File: config.mk
export PLATFORM = sky130hd
export DESIGN_NAME = alu_flat
export DESIGN_NICKNAME = d
export VERILOG_FILES = /design/src/rtl/alu_if.sv /design/src/rtl/alu.sv /design/src/flat_wrapper.sv
export SDC_FILE = /design/constraint.sdc
export NUM_CORES = 1
export LEC_CHECK = 0
export ABC_CLOCK_PERIOD_IN_PS = 2200
export CORE_MARGIN = 5
export CORE_UTILIZATION = 40
export CTS_CLUSTER_SIZE = 25
export DETAILED_ROUTE_END_ITERATION = 12
export GPL_TIMING_DRIVEN = 0
export PLACE_DENSITY = 0.56
export SLEW_MARGIN = 20
export SYNTH_ARGS = -nofsm -noshare
export SYNTH_HDL_FRONTEND = slang
export SYNTH_SLANG_ARGS = --single-unit
export TNS_END_PERCENT = 10
File: constraint.sdc
create_clock -name clk -period 2.2 [get_ports clk]
set_input_delay 0.44 -clock clk [delete_from_list [all_inputs] [get_ports clk]]
set_output_delay 0.44 -clock clk [all_outputs]
set_load 0.01 [all_outputs]
File: src/rtl/alu_if.sv
// Operand/opcode bundle and registered status bundle between the execute
// stage and the ALU.
interface alu_if #(
  parameter int WIDTH = 16
);
  logic             en;
  logic [WIDTH-1:0] A;
  logic [WIDTH-1:0] B;
  logic [3:0]       opcode;
  logic [WIDTH-1:0] result;
  logic             zero;
  logic             negative;
  logic             carry;
  logic             overflow;
  logic             valid;

  modport master (
    output en, A, B, opcode,
    input  result, zero, negative, carry, overflow, valid
  );

  modport slave (
    input  en, A, B, opcode,
    output result, zero, negative, carry, overflow, valid
  );
endinterface

File: src/rtl/alu.sv
// Registered 16-opcode arithmetic/logic unit for the execute stage: operands
// captured on an enabled edge, result and flags presented one cycle later.
module alu #(
  parameter int WIDTH = 16
) (
  input  logic clk,
  input  logic rst,
  alu_if.slave bus
);
  localparam int SHW = $clog2(WIDTH);
  localparam logic [SHW:0] WIDTH_L = (SHW + 1)'(WIDTH);

  typedef enum logic [3:0] {
    OP_ADD   = 4'b0000,
    OP_SUB   = 4'b0001,
    OP_AND   = 4'b0010,
    OP_OR    = 4'b0011,
    OP_SLL   = 4'b0100,
    OP_SRL   = 4'b0101,
    OP_XOR   = 4'b0110,
    OP_SRA   = 4'b0111,
    OP_SLT   = 4'b1000,
    OP_SLTU  = 4'b1001,
    OP_NOR   = 4'b1010,
    OP_NOT   = 4'b1011,
    OP_ROL   = 4'b1100,
    OP_ROR   = 4'b1101,
    OP_PASSA = 4'b1110,
    OP_PASSB = 4'b1111
  } op_e;

  logic [WIDTH-1:0] result_q, result_d;
  logic             carry_q, carry_d;
  logic             overflow_q, overflow_d;
  logic             zero_q, negative_q, valid_q;

  logic [WIDTH:0]   add_w, sub_w;
  logic [SHW-1:0]   sh;
  logic [SHW:0]     rsh;
  logic             a_msb, b_msb;

  assign a_msb = bus.A[WIDTH-1];
  assign b_msb = bus.B[WIDTH-1];
  assign add_w = {1'b0, bus.A} + {1'b0, bus.B};
  // The extra top bit of the difference is the unsigned borrow.
  assign sub_w = {1'b0, bus.A} - {1'b0, bus.B};
  assign sh    = bus.B[SHW-1:0];
  // Complementary rotate distance; at sh == 0 it equals WIDTH and the
  // wrapped half shifts out to zero, leaving A unchanged.
  assign rsh   = WIDTH_L - {1'b0, sh};

  always_comb begin
    // NOTE: every output of this block gets a default first, so no
    // opcode path can leave a value unassigned and infer a latch.
    result_d   = '0;
    carry_d    = 1'b0;
    overflow_d = 1'b0;
    case (op_e'(bus.opcode))
      OP_ADD: begin
        result_d   = add_w[WIDTH-1:0];
        carry_d    = add_w[WIDTH];
        overflow_d = (a_msb == b_msb) && (add_w[WIDTH-1] != a_msb);
      end
      OP_SUB: begin
        result_d   = sub_w[WIDTH-1:0];
        carry_d    = sub_w[WIDTH];
        overflow_d = (a_msb != b_msb) && (sub_w[WIDTH-1] != a_msb);
      end
      OP_AND:   result_d = bus.A & bus.B;
      OP_OR:    result_d = bus.A | bus.B;
      OP_SLL:   result_d = bus.A << sh;
      OP_SRL:   result_d = bus.A >> sh;
      OP_XOR:   result_d = bus.A ^ bus.B;
      OP_SRA:   result_d = $signed(bus.A) >>> sh;
      OP_SLT:   result_d = {{(WIDTH-1){1'b0}}, $signed(bus.A) < $signed(bus.B)};
      OP_SLTU:  result_d = {{(WIDTH-1){1'b0}}, bus.A < bus.B};
      OP_NOR:   result_d = ~(bus.A | bus.B);
      OP_NOT:   result_d = ~bus.A;
      OP_ROL:   result_d = (bus.A << sh) | (bus.A >> rsh);
      OP_ROR:   result_d = (bus.A >> sh) | (bus.A << rsh);
      OP_PASSA: result_d = bus.A;
      OP_PASSB: result_d = bus.B;
      default:  result_d = '0;
    endcase
  end

  always_ff @(posedge clk or posedge rst) begin
    // NOTE: state registers use non-blocking assignment so every register
    // samples the pre-edge values, independent of statement order.
    if (rst) begin
      result_q   <= '0;
      zero_q     <= 1'b0;
      negative_q <= 1'b0;
      carry_q    <= 1'b0;
      overflow_q <= 1'b0;
      valid_q    <= 1'b0;
    end else begin
      valid_q <= bus.en;
      if (bus.en) begin
        result_q   <= result_d;
        zero_q     <= (result_d == '0);
        negative_q <= result_d[WIDTH-1];
        carry_q    <= carry_d;
        overflow_q <= overflow_d;
      end
    end
  end

  assign bus.result   = result_q;
  assign bus.zero     = zero_q;
  assign bus.negative = negative_q;
  assign bus.carry    = carry_q;
  assign bus.overflow = overflow_q;
  assign bus.valid    = valid_q;
endmodule

File: src/flat_wrapper.sv
// flat-port wrapper written by rule: the top's interface ports become plain ports
module alu_flat 
#(
  parameter int WIDTH = 16
)
  (clk, rst, bus_en, bus_A, bus_B, bus_opcode, bus_result, bus_zero, bus_negative, bus_carry, bus_overflow, bus_valid);
  alu_if #(.WIDTH(WIDTH)) bus_i ();
  input  logic clk;
  input  logic rst;
  input wire logic [$bits(bus_i.en)-1:0] bus_en;
  input wire logic [$bits(bus_i.A)-1:0] bus_A;
  input wire logic [$bits(bus_i.B)-1:0] bus_B;
  input wire logic [$bits(bus_i.opcode)-1:0] bus_opcode;
  output wire logic [$bits(bus_i.result)-1:0] bus_result;
  output wire logic [$bits(bus_i.zero)-1:0] bus_zero;
  output wire logic [$bits(bus_i.negative)-1:0] bus_negative;
  output wire logic [$bits(bus_i.carry)-1:0] bus_carry;
  output wire logic [$bits(bus_i.overflow)-1:0] bus_overflow;
  output wire logic [$bits(bus_i.valid)-1:0] bus_valid;
  assign bus_i.en = bus_en;
  assign bus_i.A = bus_A;
  assign bus_i.B = bus_B;
  assign bus_i.opcode = bus_opcode;
  assign bus_result = bus_i.result;
  assign bus_zero = bus_i.zero;
  assign bus_negative = bus_i.negative;
  assign bus_carry = bus_i.carry;
  assign bus_overflow = bus_i.overflow;
  assign bus_valid = bus_i.valid;
  alu #(.WIDTH(WIDTH)) u_core (.clk(clk), .rst(rst), .bus(bus_i));
endmodule
==> results.py <==
metrics = {
    "power_and_ir_drop": {
        "switching_share_pct": 48.6,
        "vdd_drop_max_v": 0.000368,
        "comb_power_share_pct": 76.5,
        "p_int_uw": 1820,
        "p_seq_share_pct": 12.8,
        "power.density_nw_per_um2": 368,
        "power_leakage_uw": 0.00381,
        "p_sw_uw": 1720,
        "power_frac_clock_pct": 10.7,
    },
    "hold_path": {
        "hold_path.class": "reg -> reg",
        "hp-start": "u_core.bus.result[13]",
        "hold_depth": 1,
        "holdPathEnd": "u_core.bus.result[13]",
    },
    "route": {
        "via_per_inst": 7.08,
        "dr.first_iter.drc_count": 1483,
        "dr.pass1.iters": 6,
        "via_count": 9266,
        "drc": 0,
        "wire_per_inst_um": 30.4,
        "ant_nets": 0,
        "routed_wl_um": 39800,
    },
    "status": {
        "outcome": "finished with violations",
        "violations": "setup timing",
    },
    "sta": {
        "hold_viol_final": 0,
        "slew_violations": 0,
        "max_freq_mhz": 279,
        "timing.setup.tns_ns": -17.65,
        "timing.hold.ws_ns": 0.479,
        "worst_pin_slew_ns": 0.914,
        "slew_headroom_pct": 39.1,
        "fin_skew_ns": 0,
        "period_share_pct": 163,
        "post-route-min-period_ns": 3.58,
        "finalSetupViolations": 19,
        "rsz0062_at_grt": "true",
        "setup_ws_ns": -1.38,
    },
    "setup_path": {
        "rrSetupSlack_ns": 1.45,
        "cp.depth": 12,
        "critical-path-max-stage-delay_ns": 0.57,
        "crit_path_frequent_cell": "o211ai_1",
        "r2r_start": "u_core.bus.result[6]",
        "r2r_cells": 1,
        "critPathRequiredTime_ns": 2.36,
        "cp_cell_sequence": "clkdlybuf4s50_1 > inv_1 > ha_2 > inv_2 > a21oi_1 > o21ai_2 > o211ai_1 > or4_1 > o32ai_4 > o311a_1 > o211ai_1 > o32ai_2",
        "start_kind": "input port",
        "cp.buffers_inverters": 3,
        "critPathKind": "in -> reg",
        "r2r_end": "u_core.bus.result[6]",
        "path_delay_family": "compound AO/OA/AOI/OAI gates",
        "slowest_stage": "or4_1",
        "cp_max_fo": 10,
        "cp-end-kind": "register",
        "cp_data_arrival_time_ns": 3.74,
    },
    "synth": {
        "syn_avg_cell_area_um2": 7.32,
        "synth_nets": 1071,
        "synth_commonest_cells": "90 x nand2_1, 84 x nor2_1, 57 x a21oi_1, 54 x inv_1, 52 x clkbuf_1",
        "yosysTopAreaCellShare_pct": 9.41,
        "ys_seq_area_share_pct": 6.97,
        "ys_warn_count": 0,
        "yosysTopAreaCell": "mux4_2",
        "synthesis.area_um2": 7180,
        "ys_top_cells_by_area": "mux4_2 9.4%, ha_1 8.7%, dfrtp_1 7.0%, mux2i_1 6.7%, nand2_1 4.7%",
        "async_flop_share_pct": 100,
        "yosysMostFrequentCell": "nand2_1",
        "ys_ff_latch": 20,
        "yosys_most_used_dff": "dfrtp_1",
        "postSynthCellCount": 980,
        "ys_types": 82,
        "synth_edf_count": 0,
    },
    "clock_tree": {
        "clk_latency_ns": 0.26,
        "root_buffer": "clkbuf_16",
        "cts_sinks": 20,
        "cts_tree": "yes",
        "path_clk_slew_ns": 0.06,
        "cts-htree-levels": 1,
        "clk_path_buf_depth": 2,
        "cts_hold_buffers": 0,
        "numCtsBuffers": 3,
    },
    "floorplanning": {
        "core_um2": 17800,
        "die_w_um": 144,
        "die_area_um2": 20700,
        "die_h_um": 144,
        "start_util_pct": 40.2,
        "pin_count": 60,
        "row_count": 49,
    },
    "placement": {
        "portBuffers": 57,
        "dpl-instance-area_um2": 8280,
        "gp_congestion": 1.03,
        "hpwl_um": 30000,
        "placed_cells": 1267,
    },
    "layout": {
        "final_area_um2": 9620,
        "antenna_cells": 0,
        "synthToLayoutAreaGrowth_pct": 34.0,
        "num-nets-final": 1173,
        "drive_gt1_share_pct": 28.0,
        "fill_cells": 1724,
        "fin_cells": 1309,
    },
    "grt": {
        "use_met3_pct": 9.65,
        "grt.met2_usage_pct": 51.9,
        "grt_max_degree": 21,
        "overflow": 0,
        "busiest_layer": "met1",
        "antenna_found_initial": 1,
        "grt_util_met1_pct": 55.3,
        "track_usage_pct": 37.8,
        "grt_pass1_wl_um": 58000,
        "grt_pass1_vias": 8622,
    },
    "flow_run": {
        "maxCapViolCount": 0,
    },
}
-- layout make-up --
class | count | area (µm²) | area share, %
well taps | 229 | 287 | 2.98
inverters | 57 | 248 | 2.58
clock buffers | 3 | 75.1 | 0.780
repair buffers | 105 | 983 | 10.2
plain buffers | 83 | 747 | 7.76
multi-input cells | 812 | 6780 | 70.5
flip-flops and latches | 20 | 500 | 5.20
-- cells by family (layout without fill, tap and decap cells) --
logic type | count (synthesis) | in the layout | share of synthesized area [%]
AOI/OAI and AO/OA | 306 | 306 | 30.1
adders and majority gates | 52 | 52 | 9.27
buffers and inverters | 148 | 248 | 8.63
muxes | 103 | 103 | 20.2
and+or+nand+nor | 339 | 339 | 23.1
DFF | 20 | 20 | 6.97
xor gates and xnor gates | 12 | 12 | 1.67
-- how the worst max path moves through the flow --
stage                    from              end  slack, ns
floorplan            bus_B[0]  u_core.bus.zero      -1.12
global placement     bus_B[0]  u_core.bus.zero      -3.28
detailed placement   bus_B[0]  u_core.bus.zero      -3.18
CTS                  bus_B[0]  u_core.bus.zero      -1.41
global route         bus_B[0]  u_core.bus.zero      -1.43
finish              bus_B[14]  u_core.bus.zero      -1.38
-- through the flow --
stage | setup slack (ns) | util, % | total power (µW)
6_report | -1.38 | 53.9 | 3540
5_1_grt | -1.43 | 53.9 | 3680
4_1_cts | -1.41 | 52.8 | 3380
3_5_place_dp | -3.18 | 46.4 | 2650
3_3_place_gp | -3.28 | 46.4 | 2670
2_1_floorplan | -1.12 | - | 1860
-- what timing repair did --
| action | CTS | global route |
|---|---|---|
| pin swaps | 38 | 22 |
| endpoints found under the setup margin | 19 | 19 |
| gates resized for setup | 217 | 63 |
| gates cloned | 1 | 0 |
| setup buffers | 40 | 6 |
| hold endpoints to repair | 0 | 0 |
-- state kept, by name (all words and copies together) (netlist names) --
name                 flops
u_core.bus.negative      1
u_core.bus.valid         1
u_core.bus.result       15
u_core.bus.overflow      1
u_core.bus.zero          1
u_core.bus.carry         1
-- cells in the final DEF (no fill, tap or decap), types with 8 or more instances in the layout --
master,n
dfrtp_1,20
a21oi_1,53
buf_4,59
nand3_1,30
a22oi_1,9
mux4_2,30
mux2i_1,41
o21ai_0,40
nand2b_1,21
a21o_1,10
o211ai_1,27
nand2_1,89
nor2b_1,14
clkbuf_1,14
mux2_2,20
buf_2,12
a211oi_1,16
o22ai_1,11
nor2_1,77
nor3_1,26
a31oi_1,12
ha_1,35
clkdlybuf4s50_1,36
ha_4,8
buf_12,11
clkbuf_2,12
inv_1,48
-- power by group through the flow --
stage	logic, µW	clock network (µW)	registers, µW
final	2710	378	454
after global routing	2820	399	462
after CTS	2540	383	455
after detailed placement	2190	0	461
after global placement	2220	0	458
after floorplan	1380	0	487
-- routing by layer --
layer	vias up	share of wire (%)
li1	3923	-
met5	-	0.065
met2	806	39
met4	2	6.4
met3	157	13
met1	4378	41
Note: power is estimated with default switching activity, not from simulation.
